## src/rtl/mc_pkg.sv

```systemverilog
`default_nettype none
`timescale 1ns/1ps
// ============================================================================
// Module   : mc_pkg
// Purpose  : Shared state, opcode and control-select encodings for the
//            multicycle RV32I controller and its datapath muxes.
// Revision : 1.0
// ============================================================================
package mc_pkg;

    typedef enum logic [3:0] {
        S_FETCH    = 4'd0,
        S_DECODE   = 4'd1,
        S_MEMADR   = 4'd2,
        S_MEMREAD  = 4'd3,
        S_MEMWB    = 4'd4,
        S_MEMWRITE = 4'd5,
        S_EXECR    = 4'd6,
        S_EXECI    = 4'd7,
        S_UIMM     = 4'd8,
        S_ALUWB    = 4'd9,
        S_BRANCH   = 4'd10,
        S_JAL      = 4'd11,
        S_JALR     = 4'd12,
        S_JALRWB   = 4'd13,
        S_TRAP     = 4'd14
    } state_t;

    localparam logic [6:0] c_op_load   = 7'b0000011;
    localparam logic [6:0] c_op_store  = 7'b0100011;
    localparam logic [6:0] c_op_rtype  = 7'b0110011;
    localparam logic [6:0] c_op_itype  = 7'b0010011;
    localparam logic [6:0] c_op_branch = 7'b1100011;
    localparam logic [6:0] c_op_jal    = 7'b1101111;
    localparam logic [6:0] c_op_jalr   = 7'b1100111;
    localparam logic [6:0] c_op_lui    = 7'b0110111;
    localparam logic [6:0] c_op_auipc  = 7'b0010111;

    localparam logic [1:0] c_a_pc      = 2'b00;
    localparam logic [1:0] c_a_oldpc   = 2'b01;
    localparam logic [1:0] c_a_rs1     = 2'b10;
    localparam logic [1:0] c_a_zero    = 2'b11;

    localparam logic [1:0] c_b_rs2     = 2'b00;
    localparam logic [1:0] c_b_imm     = 2'b01;
    localparam logic [1:0] c_b_four    = 2'b10;

    localparam logic [1:0] c_alu_add   = 2'b00;
    localparam logic [1:0] c_alu_sub   = 2'b01;
    localparam logic [1:0] c_alu_funct = 2'b10;

    localparam logic [1:0] c_res_aluout = 2'b00;
    localparam logic [1:0] c_res_rdata  = 2'b01;
    localparam logic [1:0] c_res_alures = 2'b10;

    typedef struct packed {
        logic       mem_req;
        logic       mem_write;
        logic       adr_src;
        logic       pc_write;
        logic       reg_write;
        logic [1:0] alu_src_a;
        logic [1:0] alu_src_b;
        logic [1:0] alu_op;
        logic [1:0] result_src;
        logic       branch;
        logic       illegal_op;
    } ctrl_t;

endpackage
`default_nettype wire

```

## src/rtl/mc_output_map.sv

```systemverilog
`default_nettype none
`timescale 1ns/1ps
// ============================================================================
// Module   : mc_output_map
// Purpose  : Combinational state -> Moore control word.
// Revision : 1.0
// ============================================================================
module mc_output_map
    import mc_pkg::*;
(
    input  state_t state,
    input  logic   uimm_is_lui,
    output ctrl_t  ctrl
);

    always_comb begin
        ctrl = '0;
        case (state)
            S_FETCH: begin
                ctrl.mem_req    = 1'b1;
                ctrl.alu_src_a  = c_a_pc;
                ctrl.alu_src_b  = c_b_four;
                ctrl.alu_op     = c_alu_add;
                ctrl.result_src = c_res_alures;
            end
            S_DECODE: begin
                ctrl.alu_src_a = c_a_oldpc;
                ctrl.alu_src_b = c_b_imm;
            end
            S_MEMADR: begin
                ctrl.alu_src_a = c_a_rs1;
                ctrl.alu_src_b = c_b_imm;
            end
            S_MEMREAD: begin
                ctrl.mem_req = 1'b1;
                ctrl.adr_src = 1'b1;
            end
            S_MEMWB: begin
                ctrl.result_src = c_res_rdata;
                ctrl.reg_write  = 1'b1;
            end
            S_MEMWRITE: begin
                ctrl.mem_req   = 1'b1;
                ctrl.mem_write = 1'b1;
                ctrl.adr_src   = 1'b1;
            end
            S_EXECR: begin
                ctrl.alu_src_a = c_a_rs1;
                ctrl.alu_src_b = c_b_rs2;
                ctrl.alu_op    = c_alu_funct;
            end
            S_EXECI: begin
                ctrl.alu_src_a = c_a_rs1;
                ctrl.alu_src_b = c_b_imm;
                ctrl.alu_op    = c_alu_funct;
            end
            S_UIMM: begin
                ctrl.alu_src_a = uimm_is_lui ? c_a_zero : c_a_oldpc;
                ctrl.alu_src_b = c_b_imm;
            end
            S_ALUWB: begin
                ctrl.result_src = c_res_aluout;
                ctrl.reg_write  = 1'b1;
            end
            S_BRANCH: begin
                ctrl.alu_src_a  = c_a_rs1;
                ctrl.alu_src_b  = c_b_rs2;
                ctrl.alu_op     = c_alu_sub;
                ctrl.branch     = 1'b1;
                ctrl.result_src = c_res_aluout;
            end
            S_JAL: begin
                // PC takes the target computed in DECODE while ALU forms OldPC+4
                ctrl.alu_src_a  = c_a_oldpc;
                ctrl.alu_src_b  = c_b_four;
                ctrl.result_src = c_res_aluout;
                ctrl.pc_write   = 1'b1;
            end
            S_JALR: begin
                ctrl.alu_src_a  = c_a_rs1;
                ctrl.alu_src_b  = c_b_imm;
                ctrl.result_src = c_res_alures;
                ctrl.pc_write   = 1'b1;
            end
            S_JALRWB: begin
                ctrl.alu_src_a  = c_a_oldpc;
                ctrl.alu_src_b  = c_b_four;
                ctrl.result_src = c_res_alures;
                ctrl.reg_write  = 1'b1;
            end
            S_TRAP: begin
                ctrl.illegal_op = 1'b1;
            end
            default: ctrl = '0;
        endcase
    end

endmodule
`default_nettype wire

```

## src/rtl/multicycle_controller.sv

```systemverilog
`default_nettype none
`timescale 1ns/1ps
// ============================================================================
// Module   : multicycle_controller
// Purpose  : Sequencing FSM for the multicycle RV32I datapath.
// Revision : 1.0
// ============================================================================
module multicycle_controller
    import mc_pkg::*;
#(
    parameter int STATE_W         = 4,
    parameter bit HALT_ON_ILLEGAL = 1'b1
) (
    input  logic               clk,
    input  logic               reset,
    input  logic [6:0]         op,
    input  logic               branch_taken,
    input  logic               mem_ready,
    output logic               mem_req,
    output logic               mem_write,
    output logic               adr_src,
    output logic               ir_write,
    output logic               pc_write,
    output logic               reg_write,
    output logic [1:0]         alu_src_a,
    output logic [1:0]         alu_src_b,
    output logic [1:0]         alu_op,
    output logic [1:0]         result_src,
    output logic               branch,
    output logic               illegal_op,
    output logic [STATE_W-1:0] state_o
);

    state_t r_state;
    logic   r_op5;      // op[5] captured in DECODE: store vs load, LUI vs AUIPC
    ctrl_t  w_ctrl;
    logic   w_live;

    always_ff @(posedge clk or posedge reset) begin
        if (reset) begin
            r_state <= S_FETCH;
            r_op5   <= 1'b0;
        end else begin
            case (r_state)
                S_FETCH:    if (mem_ready) r_state <= S_DECODE;
                S_DECODE: begin
                    r_op5 <= op[5];
                    case (op)
                        c_op_load, c_op_store: r_state <= S_MEMADR;
                        c_op_rtype:            r_state <= S_EXECR;
                        c_op_itype:            r_state <= S_EXECI;
                        c_op_branch:           r_state <= S_BRANCH;
                        c_op_jal:              r_state <= S_JAL;
                        c_op_jalr:             r_state <= S_JALR;
                        c_op_lui, c_op_auipc:  r_state <= S_UIMM;
                        default:               r_state <= HALT_ON_ILLEGAL ? S_TRAP : S_FETCH;
                    endcase
                end
                S_MEMADR:   r_state <= r_op5 ? S_MEMWRITE : S_MEMREAD;
                S_MEMREAD:  if (mem_ready) r_state <= S_MEMWB;
                S_MEMWRITE: if (mem_ready) r_state <= S_FETCH;
                S_EXECR, S_EXECI, S_UIMM, S_JAL: r_state <= S_ALUWB;
                S_JALR:     r_state <= S_JALRWB;
                S_MEMWB, S_ALUWB, S_BRANCH, S_JALRWB: r_state <= S_FETCH;
                S_TRAP:     r_state <= S_TRAP;
                default:    r_state <= S_FETCH;
            endcase
        end
    end

    mc_output_map u_output_map (
        .state       (r_state),
        .uimm_is_lui (r_op5),
        .ctrl        (w_ctrl)
    );

    // Reset forces every strobe and select low, including the FETCH request
    assign w_live     = ~reset;
    assign mem_req    = w_live & w_ctrl.mem_req;
    assign mem_write  = w_live & w_ctrl.mem_write;
    assign adr_src    = w_live & w_ctrl.adr_src;
    assign ir_write   = w_live & (r_state == S_FETCH) & mem_ready;
    assign pc_write   = w_live & (w_ctrl.pc_write
                                  | ((r_state == S_FETCH)  & mem_ready)
                                  | ((r_state == S_BRANCH) & branch_taken));
    assign reg_write  = w_live & w_ctrl.reg_write;
    assign alu_src_a  = w_live ? w_ctrl.alu_src_a  : 2'b00;
    assign alu_src_b  = w_live ? w_ctrl.alu_src_b  : 2'b00;
    assign alu_op     = w_live ? w_ctrl.alu_op     : 2'b00;
    assign result_src = w_live ? w_ctrl.result_src : 2'b00;
    assign branch     = w_live & w_ctrl.branch;
    assign illegal_op = w_live & w_ctrl.illegal_op;
    assign state_o    = STATE_W'(r_state);

endmodule
`default_nettype wire

```

## config.mk

```make
export PLATFORM = sky130hd
export DESIGN_NAME = multicycle_controller
export DESIGN_NICKNAME = d
export VERILOG_FILES = /design/src/rtl/mc_pkg.sv /design/src/rtl/mc_output_map.sv /design/src/rtl/multicycle_controller.sv
export SDC_FILE = /design/constraint.sdc
export NUM_CORES = 1
export LEC_CHECK = 0
export CAP_MARGIN = 20
export CORE_UTILIZATION = 43
export CTS_BUF_LIST = sky130_fd_sc_hd__clkbuf_4 sky130_fd_sc_hd__clkbuf_8
export CTS_CLUSTER_SIZE = 24
export DETAILED_ROUTE_END_ITERATION = 10
export GPL_ROUTABILITY_DRIVEN = 1
export PLACE_DENSITY = 0.81
export SYNTH_ARGS = -nofsm -noshare
export SYNTH_HDL_FRONTEND = slang
export SYNTH_SLANG_ARGS = --single-unit
```

## constraint.sdc

```tcl
create_clock -name clk -period 1.97 [get_ports clk]
set_input_delay 0.2955 -clock clk [delete_from_list [all_inputs] [get_ports clk]]
set_output_delay 0.2955 -clock clk [all_outputs]
set_load 0.03 [all_outputs]
```

==> summary.md <==
| Metric | Value |
|---|---|
| Most Used Layer, Global Route | met2 |
| GRT Util Overall | 0.256 |
| R2R Path End | state_o[0] |
| Type of the most critical hold path | reg -> reg |
| Share of cells above drive strength 1 | 0.429 |
| Min Clock Period, post-route | 1950 ps |
| Yosys cell types | 42 |
| Synth async-reset ratio | 1.00 |
| Fmax | 0.512 GHz |
| Initial antenna violation count | 0 |
| Ports | 31 |
| Post-synth top flop | dfrtp_1 |
| Slew HR | 0.730 |
| Outcome | finished clean |
| Worst EP required | 1670 ps |
| Routed wire length | 2.81 mm |
| H-Tree Depth | 1 |
| Final non-filler cell total | 172 |
| # hold bufs at CTS | 0 |
| Worst skew pair latency | 240 ps |
| VDD IR-drop max | 0.00106 V |
| Leakage | 0.546 nW |
| Clock-pin slew on the worst setup and hold paths | 50 ps |
| GRT met3 Usage | 0.0298 |
| Vias | 1,052 |
| GP Congestion | 0.833 |
| Synth Net Count | 115 |
| Yosys Warn Count | 0 |
| Placement Cell Area | 0.00111 mm2 |
| Port Buffers | 30 |
| Nets@finish | 168 |
| Final Skew | 5.10 ps |
| CTS sink cnt | 5 |
| Routed wire per std cell | 16.3 um |
| Final period utilization | 0.992 |
| Initial core utilization | 0.469 |
| Rows | 14 |
| Critical path capture point type | primary output |
| Hold Fails Final Rpt | 0 |
| Worst path buffer plus inverter count | 2 |
| First DRT Iteration DRCs | 30 |
| Placed cell count | 157 |
| Global-route wire length before repair | 3.68 mm |
| Synth Cell Area | 714 um2 |
| Crit Reg-Reg Startpoint | state_o[0] |
| Worst Setup Path Type | reg -> out |
| Grt total ovfl | 0 |
| Placed wire-length estimate | 1.72 mm |
| Cell depth of the worst setup path | 4 |
| Top cell type's share of synthesized area | 0.175 |
| # setup viols final | 0 |
| Grt met2 use | 0.467 |
| GR Layer Usage met1 | 0.307 |
| Yosys reg bits | 5 |
| Leading area contributor after synthesis | dfrtp_1 |
| Diode count | 0 |
| Worst-path cell chain | buf_6 -> or4_4 -> nor3_2 -> buf_4 |
| Critical path endpoint | ir_write |
| Instance count of the mapped netlist | 104 |
| CTS Buf Count | 3 |
| Number of enable flip-flop cells after synthesis | 0 |
| Worst-margin pin slew | 394 ps |
| Die X | 42.8 um |
| Max-cap viol count | 0 |
| Worst hold slack | 580 ps |
| Die ar. | 0.00183 mm2 |
| Max-slew violation count | 0 |
| Worst setup path start | state_o[1] |
| Residual DRC count | 0 |
| Clk buf depth | 2 |
| Area Overhead vs Synth | 76.9% |
| RSZ-0062 raised after global routing | true |
| CTS tree | built |
| Core footprint | 0.00152 mm2 |
| Post-synthesis sequential area ratio | 0.175 |
| Top post-synthesis cells by count | nand2_1, nor2_1, nor3_1, a21oi_1 |
| Syn avg cell area | 6.87 um2 |
| Antenna Nets Post-Route | 0 |
| Fillers | 95 |
| Drt pass-1 iters | 4 |
| FF-to-FF setup slack | 100 ps |
| Top delay family on crit path | simple AND/OR/NAND/NOR gates |
| Root Buffer | clkbuf_4 |
| Number of global-route vias before repair | 900 |
| Pwr dens | 1660 mW/mm2 |
| CP max stage cell | or4_4 |
| Final Cell Area | 0.00126 mm2 |
| Via density | 6.12 |
| Crit Path Max Fanout | 9 |
| Largest net degree at the start of global routing | 17 |
| CP Launch Type | flip-flop |
| Top post-synthesis cells by area | dfrtp_1, nor3_1, nand2_1 |
| Die height | 42.8 um |
| Largest stage delay on the critical path | 490 ps |
| R2R depth | 6 |
| Worst path arrival time | 1660 ps |
## area by class of cell
class | count | area [um2] | share of cell area
clock buffer | 4 | 30.0 | 0.0238
inverter | 6 | 22.5 | 0.0178
multi-input combinational | 85 | 601 | 0.475
sequential | 5 | 130 | 0.103
tap | 16 | 20.0 | 0.0158
timing repair buffer | 56 | 460 | 0.364
## report_power, final
part | switching, mW | leakage [nW] | internal, mW
clock | 0.0444 | 0.0184 | 0.0905
combinational | 0.905 | 0.470 | 0.789
sequential | 0.106 | 0.0580 | 0.159
total | 1.06 | 0.546 | 1.04
## cells in the final DEF, fill, tap and decap left out, drive strengths merged, types with 2 or more instances in the layout
master	instances
buf	42
clkdlybuf4s50	14
nand2	10
nor3	10
nor2	10
a21oi	7
inv	6
nand2b	6
dfrtp	5
clkbuf	4
o21ai	4
or3	4
mux2i	2
o2bb2ai	2
o211ai	2
a211oi	2
## worst reg2reg max path, stage by stage (launching register included)
cell and delay (ps):
dfrtp_2 390, buf_4 160, buf_4 120, or3b_1 350
o41a_1 410, a2bb2oi_1 140, o32ai_2 210
## layer usage
layer | routed length [um] | vias to the layer above | share of wire
met5 | 0 | - | 0
met4 | 74 | 0 | 0.026
met3 | 162 | 9 | 0.058
met2 | 1390 | 51 | 0.49
met1 | 1190 | 493 | 0.42
li1 | - | 499 | -
## timing repair
item | in CTS | in global routing
hold endpoints to repair | 0 | 0
buffers inserted | 3 | 8
setup endpoints to repair | 10 | 8
pin swaps | 0 | 1
gates resized for setup | 3 | 13
## stage by stage
step           power [mW]  worst slack [ps]  TNS, ps  utilization
2_1_floorplan        1.16              -202     -742            -
3_3_place_gp         1.64               105        0        0.726
3_5_place_dp         1.66              71.1        0        0.726
4_1_cts              1.84             -18.3    -35.0        0.763
5_1_grt              2.22             -73.0     -115        0.829
6_report             2.09              15.7        0        0.829
## registers in the layout, summed over array words and instances, names as in the netlist
signal / flops
state_o: 4
r_op5: 1
## worst min path at each step
stage	startpoint	end	slack (ps)	cells past startpoint
floorplan	reset	r_op5	80	1
global placement	r_op5	r_op5	530	2
detailed placement	r_op5	r_op5	540	2
CTS	r_op5	r_op5	550	2
global route	r_op5	r_op5	610	2
finish	r_op5	r_op5	580	2
## logic make-up after synthesis
| family | after synthesis | synth area share |
|---|---|---|
| mux | 2 | 0.0280 |
| xor+xnor | 2 | 0.0245 |
| buf+inv | 14 | 0.0753 |
| flops | 5 | 0.175 |
| simple gates | 50 | 0.368 |
| compound gates | 31 | 0.329 |
(Power assumes the default switching activity.)
==> variant, RTL diff (same flow settings) <==
Make the reset (`reset`) synchronous in one clocked block.
--- a/src/rtl/multicycle_controller.sv
+++ b/src/rtl/multicycle_controller.sv
@@ -38,3 +38,3 @@
 
-    always_ff @(posedge clk or posedge reset) begin
+    always_ff @(posedge clk) begin
         if (reset) begin
Function: differs if reset is asserted again (counterexample within 4 cycles, from zero or initial values and one cycle with reset high); with reset held inactive, the same outputs for 10 cycles.
==> variant against the original RTL <==
Routed wire length decreased by 16%. Sequential cell count is the same. Worst setup slack better by 0.077 ns. Register-to-register slack improved by 0.27 ns. Cell count shrank 5.8%. Critical path type unchanged. Design area fell by 11%. Area after synthesis is 4.0% higher. Power shrank 15%. Critical path depth stayed put.
==> variant: results (changes against the original RTL) <==
| Metric | Value |
|---|---|
| Reg-to-Reg Start | `state_o[3]` |
| Cts repair resizes | `2 (-1)` |
| Synth unique cells | `43 (+2.4%)` |
| WHS Endpoint | `r_op5` |
| Port bufs | `30 (unchanged)` |
| Final GP Congestion | `0.8193 (-1.6%)` |
| Ys flop type | `dfxtp_1` |
| Max FFs per register | `4 (unchanged)` |
| Initial DRC Count | `19 (-37%)` |
| Most instantiated cells after synthesis | `nor2_1 (14), nand2_1 (10), a21oi_1 (9)` |
| Crit-path slowest cell | `dfxtp_2` |
| CP top delay family | `buffers and inverters` |
| R2R depth | `4 (-2)` |
| Outcome | `complete, no violations` |
| Post-DP Area | `1089 sq um (-1.6%)` |
| HPWL after DPL | `1811 um (+5.0%)` |
| Setup slack at placement | `0.08007 ns (+0.008964 ns)` |
| Hold path start | `r_op5` |
| Vias in the first global route | `936 (+4.0%)` |
| Critical Path AT | `1.58 ns (-0.08 ns)` |
| First-pass GRT wire length | `3967 um (+7.7%)` |
| Slew Limit Headroom | `73.88% (+0.85 points)` |
| Clk buf depth | `2 (unchanged)` |
| Vias/cell | `6.074 (-0.69%)` |
| Post-CTS setup buffers | `0 (-3)` |
| Post-synthesis sequential area ratio | `13.47% (-4.0 points)` |
| Syn Area/Cell | `6.696 sq um (-2.5%)` |
| CP max FO | `17 (+8)` |
| Min-delay worst type | `flip-flop to flip-flop` |
| Clock skew | `0.006677 ns (+0.001580 ns)` |
| Synth top area cells | `dfxtp_1 (13%), nor2_1 (7.1%), a21oi_1 (6.1%)` |
| Max VDD drop | `899.4 uV (-15%)` |
| Syn_nets | `122 (+6.1%)` |
| Worst path max stage delay | `0.40 ns (-0.09 ns)` |
| Reg2Reg Capture Point | `state_o[2]` |
| Leak | `0.4445 nW (-19%)` |
| Wirelength, routed | `2361 um (-16%)` |
| Largest net degree at the start of global routing | `27 (+10)` |
| Via count | `984 (-6.5%)` |
| Worst-Skew Late Latency | `0.24 ns (about the same)` |
| Clock transition at path regs | `around 0.040 ns` |
| Share of layout cells above drive strength 1 | `30.14% (-13 points)` |
| YS warnings | `0 (unchanged)` |
| TritonCTS Buffers | `3 (unchanged)` |
| Flop2flop setup slack | `0.37 ns (+0.27 ns)` |
| Tot GR Track Use | `27.43% (+1.8 points)` |
| Cell count after placement | `158 (+0.64%)` |
| Ys async rst share | `0% (-100 points)` |
| DR pass1 iterations | `4 (unchanged)` |
==> variant: cell count changes in the layout (fill, tap and decap cells not counted), moves of 3 or more <==
cell,before,now
buf_4,39,25
dfrtp_2,4,0
inv_1,6,3
nor2_1,6,12
nor3_1,7,2
==> variant: logic make-up after synthesis <==
family                 Yosys count  synth area share (%)
buffers and inverters           13                 8.081
XOR/XNOR                         1                 1.179
AND/OR/NAND/NOR                 53                 39.90
AO/OA/AOI/OAI                   36                 33.33
multiplexers                     3                 4.041
flip-flops                       5                 13.47
==> variant: how the worst max path moves through the flow <==
| stage | to | start | cells after the start | slack, ns |
|---|---|---|---|---|
| 2_1_floorplan | alu_op[0] | state_o[1] | 3 | -0.20 |
| 6_report | alu_src_a[1] | state_o[3] | 4 | 0.09 |
| 4_1_cts | alu_src_a[0] | state_o[1] | 6 | 0.05 |
| 5_1_grt | alu_src_a[1] | state_o[3] | 4 | 0.0007 |
| 3_5_place_dp | state_o[2] | op[5] | 5 | 0.08 |
| 3_3_place_gp | alu_op[0] | reset | 4 | 0.17 |
==> variant: metrics by stage <==
stage          setup TNS, ns  power [mW]  hold slack, ns  utilization [%]
5_1_grt                    0       1.907          0.5719            72.39
4_1_cts                    0       1.761          0.5416            71.91
2_1_floorplan        -0.4267       1.195          0.3676                -
3_3_place_gp               0       1.582          0.5376            69.82
6_report                   0       1.774          0.5444            72.39
3_5_place_dp               0       1.615          0.5303            69.82
==> variant: layer usage <==
metal,vias to the layer above,share of wire (%),global-route usage [%]
li1,487,-,-
met1,452,41,33.08
met2,39,52,45.67
met3,6,4.7,5.000
met4,0,1.9,15.00
met5,-,0,0
==> variant: layout make-up <==
| class | instances | area [sq um] |
|---|---|---|
| Clock buffer | 4 | 30.03 |
| Inverter | 4 | 15.01 |
| Timing Repair Buffer | 40 | 339.1 |
| Tap cell | 16 | 20.02 |
| Sequential cell | 5 | 106.4 |
| Fill cell | 145 | 430.4 |
| Multi-Input combinational cell | 93 | 618.1 |
==> variant: worst min-delay path, stage by stage (launching register included) <==
cell	delay, ns
dfxtp_1	0.35
mux2i_1	0.08
nor2_1	0.07
==> variant: where the power goes <==
group / switching (mW) / total, mW / internal (mW)
registers: 0.0970 / 0.249 / 0.152
logic: 0.810 / 1.39 / 0.582
clock network: 0.0420 / 0.132 / 0.0903
total: 0.949 / 1.77 / 0.825
